`config.mk`:
```
export PLATFORM = sky130hd
export DESIGN_NAME = glb_ld_dma
export DESIGN_NICKNAME = d
export VERILOG_FILES = /design/src/rtl/glb_ld_dma.sv
export SDC_FILE = /design/constraint.sdc
export NUM_CORES = 1
export LEC_CHECK = 0
export CAP_MARGIN = 10
export CORE_UTILIZATION = 60
export DETAILED_ROUTE_END_ITERATION = 10
export PLACE_DENSITY = 0.8
export SYNTH_ARGS = -nofsm -noshare
export SYNTH_HDL_FRONTEND = slang
export SYNTH_SLANG_ARGS = --single-unit
```
`constraint.sdc`:
```
create_clock -name clk -period 8.4 [get_ports clk]
set_input_delay 1.68 -clock clk [delete_from_list [all_inputs] [get_ports clk]]
set_output_delay 1.68 -clock clk [all_outputs]
set_load 0.02 [all_outputs]
```
`src/rtl/glb_ld_dma.sv`:
```
// glb_ld_dma: load DMA for one GLB tile. Queues load headers, issues 64-bit bank reads, unpacks into a 16-bit stream.
// Header replay (repeat_on) is only compiled in when GLB_LD_DMA_REPEAT_EN is defined.
package global_buffer_pkg;
    localparam int PKG_ADDR_WIDTH      = 22;
    localparam int PKG_NUM_WORDS_WIDTH = 21;

    typedef struct packed {
        logic                           valid;
        logic                           repeat_on;
        logic                           inactive_on;
        logic [PKG_ADDR_WIDTH-1:0]      start_addr;
        logic [PKG_NUM_WORDS_WIDTH-1:0] num_words;
        logic [PKG_NUM_WORDS_WIDTH-1:0] num_active_words;
        logic [PKG_NUM_WORDS_WIDTH-1:0] num_inactive_words;
    } dma_ld_header_t;
endpackage

module glb_ld_dma
    import global_buffer_pkg::dma_ld_header_t;
#(
    parameter int GLB_ADDR_WIDTH      = 22,
    parameter int MAX_NUM_WORDS_WIDTH = 21,
    parameter int BANK_DATA_WIDTH     = 64,
    parameter int CGRA_DATA_WIDTH     = 16,
    parameter int QUEUE_DEPTH         = 4
) (
    input  logic                       clk,
    input  logic                       reset,
    input  logic                       hdr_wr_en,
    input  dma_ld_header_t             hdr_wr_data,
    output logic                       hdr_full,
    input  logic                       strm_start_pulse,
    output logic                       rdrq_en,
    output logic [GLB_ADDR_WIDTH-1:0]  rdrq_addr,
    input  logic                       rdrs_data_valid,
    input  logic [BANK_DATA_WIDTH-1:0] rdrs_data,
    output logic [CGRA_DATA_WIDTH-1:0] stream_data_out,
    output logic                       stream_data_valid,
    output logic                       busy,
    output logic                       done_pulse
);
    localparam int LANES = BANK_DATA_WIDTH / CGRA_DATA_WIDTH;
    localparam int LW    = $clog2(LANES);
    localparam int PW    = $clog2(QUEUE_DEPTH);
    localparam int CW    = $clog2(QUEUE_DEPTH + 1);
    localparam int NW    = MAX_NUM_WORDS_WIDTH;

    // state  | meaning
    // S_IDLE | waiting for a start with a queued header
    // S_REQ  | one-cycle read request for the current address
    // S_WAIT | waiting for the in-order read response
    // S_EMIT | one lane per cycle onto the stream
    // S_GAP  | inactive cycles between bursts of active words
    typedef enum logic [2:0] {S_IDLE, S_REQ, S_WAIT, S_EMIT, S_GAP} state_t;

    state_t                     state_q, state_d;
    dma_ld_header_t             fifo_q [QUEUE_DEPTH];
    logic [PW-1:0]              wr_ptr_q, rd_ptr_q;
    logic [CW-1:0]              count_q;
    logic                       fifo_empty, fifo_full, push, pop;
    dma_ld_header_t             head, hdr_q, next_hdr;
    logic [GLB_ADDR_WIDTH-1:0]  addr_q;
    logic [BANK_DATA_WIDTH-1:0] data_q;
    logic [NW-1:0]              total_cnt_q, active_cnt_q, gap_cnt_q;
    logic [LW-1:0]              lane_q;
    logic                       lanes_spent_q, done_q;
    logic                       load, restart, finish, gap_hit, last_word, repeat_req;
    logic                       unused_hdr_bits;

    assign fifo_empty = (count_q == '0);
    assign fifo_full  = (count_q == CW'(QUEUE_DEPTH));
    assign push       = hdr_wr_en && !fifo_full;
    assign head       = fifo_q[rd_ptr_q];
    assign hdr_full   = fifo_full;
    assign next_hdr   = load ? head : hdr_q;

`ifdef GLB_LD_DMA_REPEAT_EN
    assign repeat_req = hdr_q.repeat_on;
    assign unused_hdr_bits = hdr_q.valid;
`else
    assign repeat_req = 1'b0;
    assign unused_hdr_bits = ^{hdr_q.valid, hdr_q.repeat_on};
`endif

    assign last_word = ((total_cnt_q + NW'(1)) == hdr_q.num_words);
    // A zero-length inactive phase never enters GAP; the burst simply continues.
    assign gap_hit   = hdr_q.inactive_on && (hdr_q.num_active_words != '0) &&
                       (hdr_q.num_inactive_words != '0) &&
                       ((active_cnt_q + NW'(1)) == hdr_q.num_active_words);

    always_ff @(posedge clk) begin
        if (reset) begin
            wr_ptr_q <= '0;
            rd_ptr_q <= '0;
            count_q  <= '0;
        end else begin
            if (push) begin
                fifo_q[wr_ptr_q] <= hdr_wr_data;
                wr_ptr_q         <= wr_ptr_q + PW'(1);
            end
            if (pop) rd_ptr_q <= rd_ptr_q + PW'(1);
            count_q <= count_q + CW'(push) - CW'(pop);
        end
    end

    always_ff @(posedge clk) begin
        if (reset) state_q <= S_IDLE;
        else       state_q <= state_d;
    end

    always_comb begin
        state_d           = state_q;
        pop               = 1'b0;
        load              = 1'b0;
        restart           = 1'b0;
        finish            = 1'b0;
        rdrq_en           = 1'b0;
        stream_data_valid = 1'b0;
        case (state_q)
            S_IDLE: begin
                if (strm_start_pulse && !fifo_empty) begin
                    pop     = 1'b1;
                    load    = 1'b1;
                    state_d = (head.num_words == '0) ? S_IDLE : S_REQ;
                end
            end
            S_REQ: begin
                rdrq_en = 1'b1;
                state_d = S_WAIT;
            end
            S_WAIT: begin
                if (rdrs_data_valid) state_d = S_EMIT;
            end
            S_EMIT: begin
                stream_data_valid = 1'b1;
                if (last_word) begin
                    if (repeat_req && fifo_empty) begin
                        restart = 1'b1;
                        state_d = S_REQ;
                    end else if (repeat_req) begin
                        pop     = 1'b1;
                        load    = 1'b1;
                        finish  = 1'b1;
                        state_d = (head.num_words == '0) ? S_IDLE : S_REQ;
                    end else begin
                        finish  = 1'b1;
                        state_d = S_IDLE;
                    end
                end else if (gap_hit) begin
                    state_d = S_GAP;
                end else if (lane_q == LW'(LANES - 1)) begin
                    // Next read overlaps the last lane of this one.
                    rdrq_en = 1'b1;
                    state_d = S_WAIT;
                end
            end
            S_GAP: begin
                if (gap_cnt_q <= NW'(1)) state_d = lanes_spent_q ? S_REQ : S_EMIT;
            end
            default: state_d = S_IDLE;
        endcase
    end

    always_ff @(posedge clk) begin
        if (reset) begin
            hdr_q         <= '0;
            addr_q        <= '0;
            data_q        <= '0;
            total_cnt_q   <= '0;
            active_cnt_q  <= '0;
            gap_cnt_q     <= '0;
            lane_q        <= '0;
            lanes_spent_q <= 1'b0;
            done_q        <= 1'b0;
        end else begin
            done_q <= finish || (load && (head.num_words == '0));
            if (load || restart) begin
                hdr_q         <= next_hdr;
                addr_q        <= {next_hdr.start_addr[GLB_ADDR_WIDTH-1:3], 3'b000};
                total_cnt_q   <= '0;
                active_cnt_q  <= '0;
                lane_q        <= '0;
                lanes_spent_q <= 1'b0;
            end else begin
                if (rdrq_en) begin
                    addr_q        <= addr_q + GLB_ADDR_WIDTH'(8);
                    lanes_spent_q <= 1'b0;
                end
                if (state_q == S_WAIT && rdrs_data_valid) data_q <= rdrs_data;
                if (stream_data_valid) begin
                    total_cnt_q <= total_cnt_q + NW'(1);
                    lane_q      <= lane_q + LW'(1);
                    if (gap_hit) begin
                        active_cnt_q  <= '0;
                        gap_cnt_q     <= hdr_q.num_inactive_words;
                        lanes_spent_q <= (lane_q == LW'(LANES - 1));
                    end else begin
                        active_cnt_q <= active_cnt_q + NW'(1);
                    end
                end
                if (state_q == S_GAP) gap_cnt_q <= gap_cnt_q - NW'(1);
            end
        end
    end

    assign rdrq_addr       = rdrq_en ? addr_q : '0;
    assign stream_data_out = stream_data_valid ?
                             data_q[int'(lane_q)*CGRA_DATA_WIDTH +: CGRA_DATA_WIDTH] : '0;
    assign busy            = (state_q != S_IDLE);
    assign done_pulse      = done_q;
endmodule
```
Word-level counts from Yosys, hierarchy flattened
Memories as Yosys holds them, arrays and structs flattened. A register that Yosys moved wholly into a read port is not among the register bits.
Index checks and enable logic that the tools add are counted.
Storage, ports and cells
  bits in writable memories: 352
  output and inout port bits: 43
  bits of input ports: 157
  memories: 1
  word-level logic and storage cells: 99
  register bits: 227
Cells by class
  reductions and logical operators: 23
  muxes and demuxes: 34
  add/subtract/negate cells: 9
  bitwise gates (word level): 1
  shift operators: 1
  eq/ne operators: 12
  $lt $le $gt $ge: 1
Memory list
  fifo_q: words 4, bits a word 88, rd ports 1, clocked after memory_dff 1, wr ports 1, RTL line 57  | dma_ld_header_t fifo_q [QUEUE_DEPTH];
Operators by type and width (number)
  2-to-1 mux 21 bit: 4
  2-to-1 mux 22 bit: 3
  variable part select 64 x 7 -> 16 bit: 1
  adder 21 x 1 -> 21 bit (second input constant): 2
  equality test 21 bit: 2
  nonzero test 21 bit: 2
  adder 22 x 4 -> 22 bit (second input constant): 1
  <= comparator 21 x 1 -> 1 bit (second input constant): 1
  logical NOT 21 bit: 1
  subtractor 21 x 1 -> 21 bit (second input constant): 1
  2-to-1 mux 3 bit: 6
  2-to-1 mux 16 bit: 1
  2-to-1 mux 1 bit: 15
  one-hot mux 3 bit (5 select lines): 1
  logical AND 1 bit: 7
  adder 2 x 1 -> 2 bit (second input constant): 3
  equality test 3 x 2 -> 1 bit (second input constant): 2
  equality test 3 bit (second input constant): 2
  logical NOT 3 bit: 2
  2-to-1 mux 2 bit: 3
  inequality test 2 bit (second input constant): 3
  nonzero test 2 bit: 3
  inequality test 4 bit (second input constant): 1
  AND reduction 4 bit: 1
  12 further kinds: 13

Depth between registers and ports, before layout
Gate-level depths: netlist (run 1).
  depth in word-level cells: 10
  depth in mapped cells: 14

Least setup slack after synthesis (run 1)
No wires, ideal clock.
  path kind: reg-to-output
  start point: reg total_cnt_q[0]
  end point: out rdrq_addr[10]
  slack: 3.503 ns
  arrival time: 3.217 ns
  required time: 6.720 ns
  cell stages (with the launch flop): 14
  cell sequence: dfxtp_1 > ha_1 > nand3_2 > or4_1 > buf_2 > nor2_1 > a31oi_1 > or4_4 > nor3_4 > o31a_4 > inv_2 > buf_6 > clkbuf_1 > and2_1
Between the ends
  cells in the longest elaborated chain, start to end: 5
RTL lines
  from (decl): RTL line 64  | logic [NW-1:0] total_cnt_q, active_cnt_q, gap_cnt_q;
  from (signal assigned): RTL line 191  | total_cnt_q <= total_cnt_q + NW'(1);
  adder 21 x 1 -> 21 bit: RTL line 85  | assign last_word = ((total_cnt_q + NW'(1)) == hdr_q.num_words);
  equality test 21 bit: RTL line 85
  2-to-1 mux 1 bit: RTL line 136  | if (last_word) begin
  one-hot mux 1 bit (2 select lines): RTL line 119  | case (state_q)
  via rdrq_en: RTL line 33  | output logic rdrq_en,
  2-to-1 mux 22 bit: RTL line 206  | assign rdrq_addr = rdrq_en ? addr_q : '0;
  to (decl): RTL line 34  | output logic [GLB_ADDR_WIDTH-1:0] rdrq_addr,
The timed path passes the listed nets, and every way through them passes these cells.

Final worst setup path (run 1)
  start point: reg total_cnt_q[3]
  end point: out rdrq_addr[21]
Between the ends
  cells in the longest elaborated chain, start to end: 5
RTL lines (RTL line)
  adder 21 x 1 -> 21 bit: 85
  equality test 21 bit: 85
  2-to-1 mux 1 bit: 136
  one-hot mux 1 bit (2 select lines): 119
  2-to-1 mux 22 bit: 206
Every way passes these cells.

==> reports/metrics.yaml, run 1 <==
critical_path:
  cp.required_ns: 6.72
  startpoint_type: "flop"
  worstPathArrival_ns: 4.75
  critPathMaxFanout: 38
  end_kind: "output port"
  crit_type: "flop to output port"
synth:
  netlist_area_um2: 23400
  syn-instance-count: 1893
  synth_ff_type: "edfxtp_1"
  yosysUniqueCellTypes: 77
  ys_ff_latch: 558
  synthTopCellsByArea: "edfxtp_1 43%, dfxtp_1 19%, mux4_2 9.5%"
  synth-edff-count: 332
  synth_warnings: 0
  async_reset_ff_frac: 0
  yosysSeqAreaShare: 0.621
  yosys.area.top_type: "edfxtp_1"
  synth_top_area_share: 0.427
  syn_avg_cell_area_um2: 12.3
placement:
  dpl.hpwl_um: 32200
  placed_area_um2: 25600
  port_buffers: 191
  gp_congestion: 0.865
cts:
  clk-insertion-delay-late_ns: 0.60
  cts_buffers: 55
  cts_tree: "done"
  path_clk_slew_ns: 0.06
  clockBufferDepth: 3
  cts_root_buf: "clkbuf_16"
  hold_buffers: 0
  h-tree-depth: 2
  cts_sinks: 558
  post_cts_buffers: 0
  cts_resized: 0
floorplanning:
  die_h_um: 199
  initial_utilization: 0.614
  core_um2: 38000
  rows: 71
  die_w_um: 199
  pin_count: 200
  die_area_um2: 39700
global_route:
  antenna_found_initial: 2
  grt.overflow.total: 0
  grt_max_degree: 102
  grt_use_total: 0.267
  first_global_vias: 15739
  grt_pass1_wl_um: 82100
drt:
  vias: 15771
  drtAntennaViolNets: 0
  drtIter0Drc: 1038
  drc_errors: 0
  dr.pass1.iters: 5
  viasPerCell: 6.06
  wl_per_cell_um: 19.9
  wirelength_um: 51900
layout:
  synthToLayoutAreaGrowth_pct: 17.5
  n_fill_cell: 2547
  fin_nets: 2216
  drive_gt1_frac: 0.111
  layout.cell_area.non_filler_um2: 27400
timing:
  tns_ns: 0
  rsz0062_at_grt: "no"
  finClkSkew_ns: 0.0271
  setup_viol: 0
  drv_slew: 0
  tightest_slew_ns: 1.13
  fmax_mhz: 155
  slew-limit-headroom: 0.244
  period_share: 0.766
  final_hold_viol_count: 0
  fin_crit_ns: 6.43
run_status:
  status: "finished, final reports clean"
pwr:
  peakVddDrop_v: 0.000194
  p_leak_uw: 0.00884
  total_power_uw: 7430
  power_density_nw_per_um2: 271
hold_path:
  hold_path.class: "flop to flop"
job:
  maxCapViolations: 0
through the flow:
| stage | util | hold slack (ns) | setup slack, ns | std cells |
|---|---|---|---|---|
| global route | 0.722 | 0.472 | 1.59 | 2604 |
| detailed placement | 0.674 | 0.446 | 2.63 | 2500 |
| finish | 0.722 | 0.454 | 1.97 | 2604 |
| global placement | 0.674 | 0.440 | 2.69 | 2500 |
| CTS | 0.722 | 0.455 | 1.96 | 2603 |
| floorplan | - | 0.433 | 3.50 | 1895 |
power by group:
part | switching, uW | internal [uW] | leakage [uW]
Sequential | 242 | 3190 | 0.00485
Combinational | 845 | 697 | 0.00310
Clock | 1010 | 1440 | 0.000891
layout make-up:
| class | instances | area [um2] | share of cell area |
|---|---|---|---|
| sequential | 558 | 14500 | 0.528 |
| multi-input combinational | 1203 | 8350 | 0.304 |
| timing repair buffer | 210 | 2060 | 0.0749 |
| clock buffer | 75 | 1550 | 0.0564 |
| tap | 511 | 639 | 0.0233 |
| clock inverter | 28 | 278 | 0.0101 |
| inverter | 18 | 67.6 | 0.00246 |
| antenna | 1 | 2.50 | 0.0000912 |
layout by cell type (no fill, tap or decap), types with 34 or more instances in the layout:
master           instances
clkbuf_16               57
o21ai_0                 52
dfxtp_1                224
xnor2_1                 40
nand2_1                326
edfxtp_1               332
nand3_1                 34
nor2_1                  94
a21oi_1                196
mux4_2                  99
clkdlybuf4s50_1        190
cells by family after synthesis:
group | after synthesis | share of synthesized area
buffers and inverters | 134 | 0.0233
DFF | 558 | 0.621
xor gates and xnor gates | 75 | 0.0293
and+or+nand+nor | 681 | 0.140
muxes | 104 | 0.0977
AOI/OAI and AO/OA | 327 | 0.0814
other | 1 | 0.000161
adders and majority gates | 13 | 0.00729
synth_stat cells (29+ instances only):
library cell    n
xor2_1         33
or3_1          29
clkbuf_1       82
nand2_1       327
dfxtp_1       226
edfxtp_1      332
mux4_2         99
nor2_1         94
nor4_1         31
nand3_1        35
a21oi_1       196
xnor2_1        40
o21ai_0        52
worst paths after layout:
kind	startpoint	end	slack, ns	cells past startpoint
setup / recovery	total_cnt_q[3]$_SDFFE_PP0P_	rdrq_addr[21]	1.97	10
hold / removal	data_q[62]$_SDFFE_PP0P_	data_q[62]$_SDFFE_PP0P_	0.45	2
setup reg to reg	total_cnt_q[3]$_SDFFE_PP0P_	addr_q[6]$_SDFFE_PP0P_	4.35	10
hold reg to reg	data_q[62]$_SDFFE_PP0P_	data_q[62]$_SDFFE_PP0P_	0.45	2
sequential cells by signal, indices dropped and copies added (netlist names), named ones only:
register,count
wr_ptr_q,2
fifo_q,332
active_cnt_q,21
state_q,3
rd_ptr_q,2
addr_q,19
data_q,64
lanes_spent_q,1
gap_cnt_q,21
count_q,3
done_pulse,1
hdr_q,64
lane_q,2
total_cnt_q,21
routing by layer:
layer | vias to the layer above | track usage | wire length (um)
met5 | - | 0 | 0
met4 | 0 | 0.0892 | 1260
met3 | 88 | 0.0429 | 3240
met2 | 507 | 0.455 | 26000
met1 | 7826 | 0.348 | 21400
li1 | 7350 | - | -
critical path, cell delays in order (launching register included):
cell and delay (ns):
dfxtp_1 0.43, nand4_1 0.44, or3_1 0.59, o41ai_1 0.42
nand4_1 0.14, or4_4 0.51, nor3_4 0.32, o31a_4 0.29
inv_2 0.24, and2_1 0.24, clkdlybuf4s50_1 0.54
No activity file was read; power rests on OpenSTA's default activity.
==> inputs of run 2 (changes only) <==
- CORE_UTILIZATION: 60 -> 52
- PLACE_DENSITY: 0.8 -> 0.74
- clock period: 8.4 -> 5.84 ns (I/O delays scaled with it)
==> run 2 against run 1 <==
Effect of this change:
- total power rose by 43%
- via count fell by 0.37%
- global-route usage fell by 3.4 points
- clock skew rose by 0.00061 ns
- sequential cell count did not move
- clock-buffer cell count rose by 4
- clock power rose by 42%
- final cell count rose by 3.6%
- register-to-register slack got worse by 2.2 ns
- critical path type unchanged
- cell area rose by 0.58%
==> reports/metrics.yaml, run 2 (synthesis gave the netlist of run 1 again) <==
run_status:
  status: "finished, final reports clean"
cts:
  hold_buffers: 0
  h-tree-depth: 2
  cts_sinks: 558
  clockBufferDepth: 3
  path_clk_slew_ns: 0.06
  cts_buffers: 56
  clk-insertion-delay-late_ns: 0.62
  cts_root_buf: "clkbuf_16"
  cts_tree: "done"
placement:
  gp_congestion: 0.904
  dp_cells: 2588
  dpl.hpwl_um: 33300
  port_buffers: 191
drt:
  viasPerCell: 5.83
  wirelength_um: 52800
  wl_per_cell_um: 19.6
  vias: 15713
  drtIter0Drc: 1121
  dr.pass1.iters: 6
  drc_errors: 0
  drtAntennaViolNets: 0
timing:
  slew-limit-headroom: 0.242
  period_share: 0.958
  tns_ns: 0
  fin_crit_ns: 5.60
  drv_slew: 0
  final_hold_viol_count: 0
  fmax_mhz: 179
  finClkSkew_ns: 0.0277
  tightest_slew_ns: 1.14
  setup_viol: 0
  hold_ws_ns: 0.451
  rsz0062_at_grt: "no"
global_route:
  grt_max_degree: 107
  first_global_vias: 15834
  grt.overflow.total: 0
  grt_use_total: 0.232
  grt_pass1_wl_um: 85100
  antenna_found_initial: 1
job:
  maxCapViolations: 0
layout:
  largest_register_ffs: 332
  mostFrequentLayoutCells: "332 x edfxtp_1, 326 x nand2_1, 224 x dfxtp_1"
  final-seq-area_um2: 14500
  top_regs: "fifo_q: 332 flops, data_q: 64 flops, hdr_q: 64 flops"
  final_common_cell: "edfxtp_1"
  post-route-util: 0.624
  fin_nets: 2226
  synthToLayoutAreaGrowth_pct: 18.2
  largest_register: "fifo_q"
  drive_gt1_frac: 0.116
  multi_input_area_um2: 8380
  n_fill_cell: 3373
  fin_cells: 2697
critical_path:
  critPathMaxFanout: 38
  path_buf_inv: 2
  worstPathArrival_ns: 4.43
  worstPathCellList: "ha_1, nand3_2, or4_1, nor2_1, a31oi_1, or4_4, nor3_4, o31a_4, inv_4, and2_1, clkdlybuf4s50_1"
  end_kind: "output port"
  cp.required_ns: 4.67
  cp_top_family: "simple AND/OR/NAND/NOR gates"
  crit_type: "flop to output port"
  crit_slowest_cell: "or4_1"
  crit_path_max_incr_delay_ns: 0.69
  startpoint_type: "flop"
pwr:
  peakVddDrop_v: 0.000291
  total_power_uw: 10600
  p_leak_uw: 0.00888
  power_density_nw_per_um2: 386
floorplanning:
  rows: 77
  die_area_um2: 45800
  initial_utilization: 0.528
  pin_count: 200
  die_h_um: 214
  die_w_um: 214
  core_um2: 44200
hold_path:
  hold_path.class: "flop to flop"
## run 2: cell types whose count changed in the layout (fill, tap and decap cells not counted), sizes merged
cell | previous run | this run
clkinv | 19 | 18
inv | 20 | 22
clkbuf | 75 | 79
buf | 20 | 29
bufinv | 5 | 3
## run 2: worst register-to-register path: stages, from the launching register on
cell and delay [ns]:
dfxtp_1 0.44, ha_1 0.30, nand3_2 0.21, or4_1 0.69, nor2_1 0.14, a31oi_1 0.11
or4_4 0.57, nor3_4 0.17, o31a_4 0.27, inv_4 0.17, and4_4 0.23, nor4_1 0.29
## run 2: report_power, final
group          total, uW  internal (uW)  leakage (uW)  switching, uW
logic               2230           1010       0.00316           1220
clock network       3470           1990      0.000872           1480
registers           4950           4590       0.00485            354
## run 2: path summary, 6_finish.rpt
check	cells past startpoint	slack [ns]	end	from
setup / recovery	11	0.24	rdrq_addr[14]	total_cnt_q[0]$_SDFFE_PP0P_
hold / removal	2	0.45	data_q[52]$_SDFFE_PP0P_	data_q[52]$_SDFFE_PP0P_
setup reg to reg	11	2.15	addr_q[8]$_SDFFE_PP0P_	total_cnt_q[0]$_SDFFE_PP0P_
hold reg to reg	2	0.45	data_q[52]$_SDFFE_PP0P_	data_q[52]$_SDFFE_PP0P_
## run 2: final cells by class
type                       count  area share
clock buffer                  79      0.0561
sequential                   558       0.525
multi-input combinational   1203       0.303
timing repair buffer         219      0.0769
antenna                        1   0.0000907
tap                          592      0.0268
inverter                      18     0.00254
clock inverter                27     0.00875
## run 2: routing by layer
layer  wire length, um  track usage
met1             23100        0.314
met2             26000        0.391
met3              2630       0.0314
met4              1090       0.0695
met5                 0            0
## run 2: per-stage QoR
stage / cell area [um2] / worst slack [ns]
global route: 27600 / 0.0364
floorplan: 23400 / 1.45
finish: 27600 / 0.245
global placement: 25800 / 0.599
detailed placement: 25800 / 0.560
CTS: 27600 / 0.0210
## run 2: timing repair
action,in CTS,in global routing
buffers inserted,2,0
pin swaps,1,1
gates cloned,0,0
endpoints found under the setup margin,17,18
resized for setup,1,6
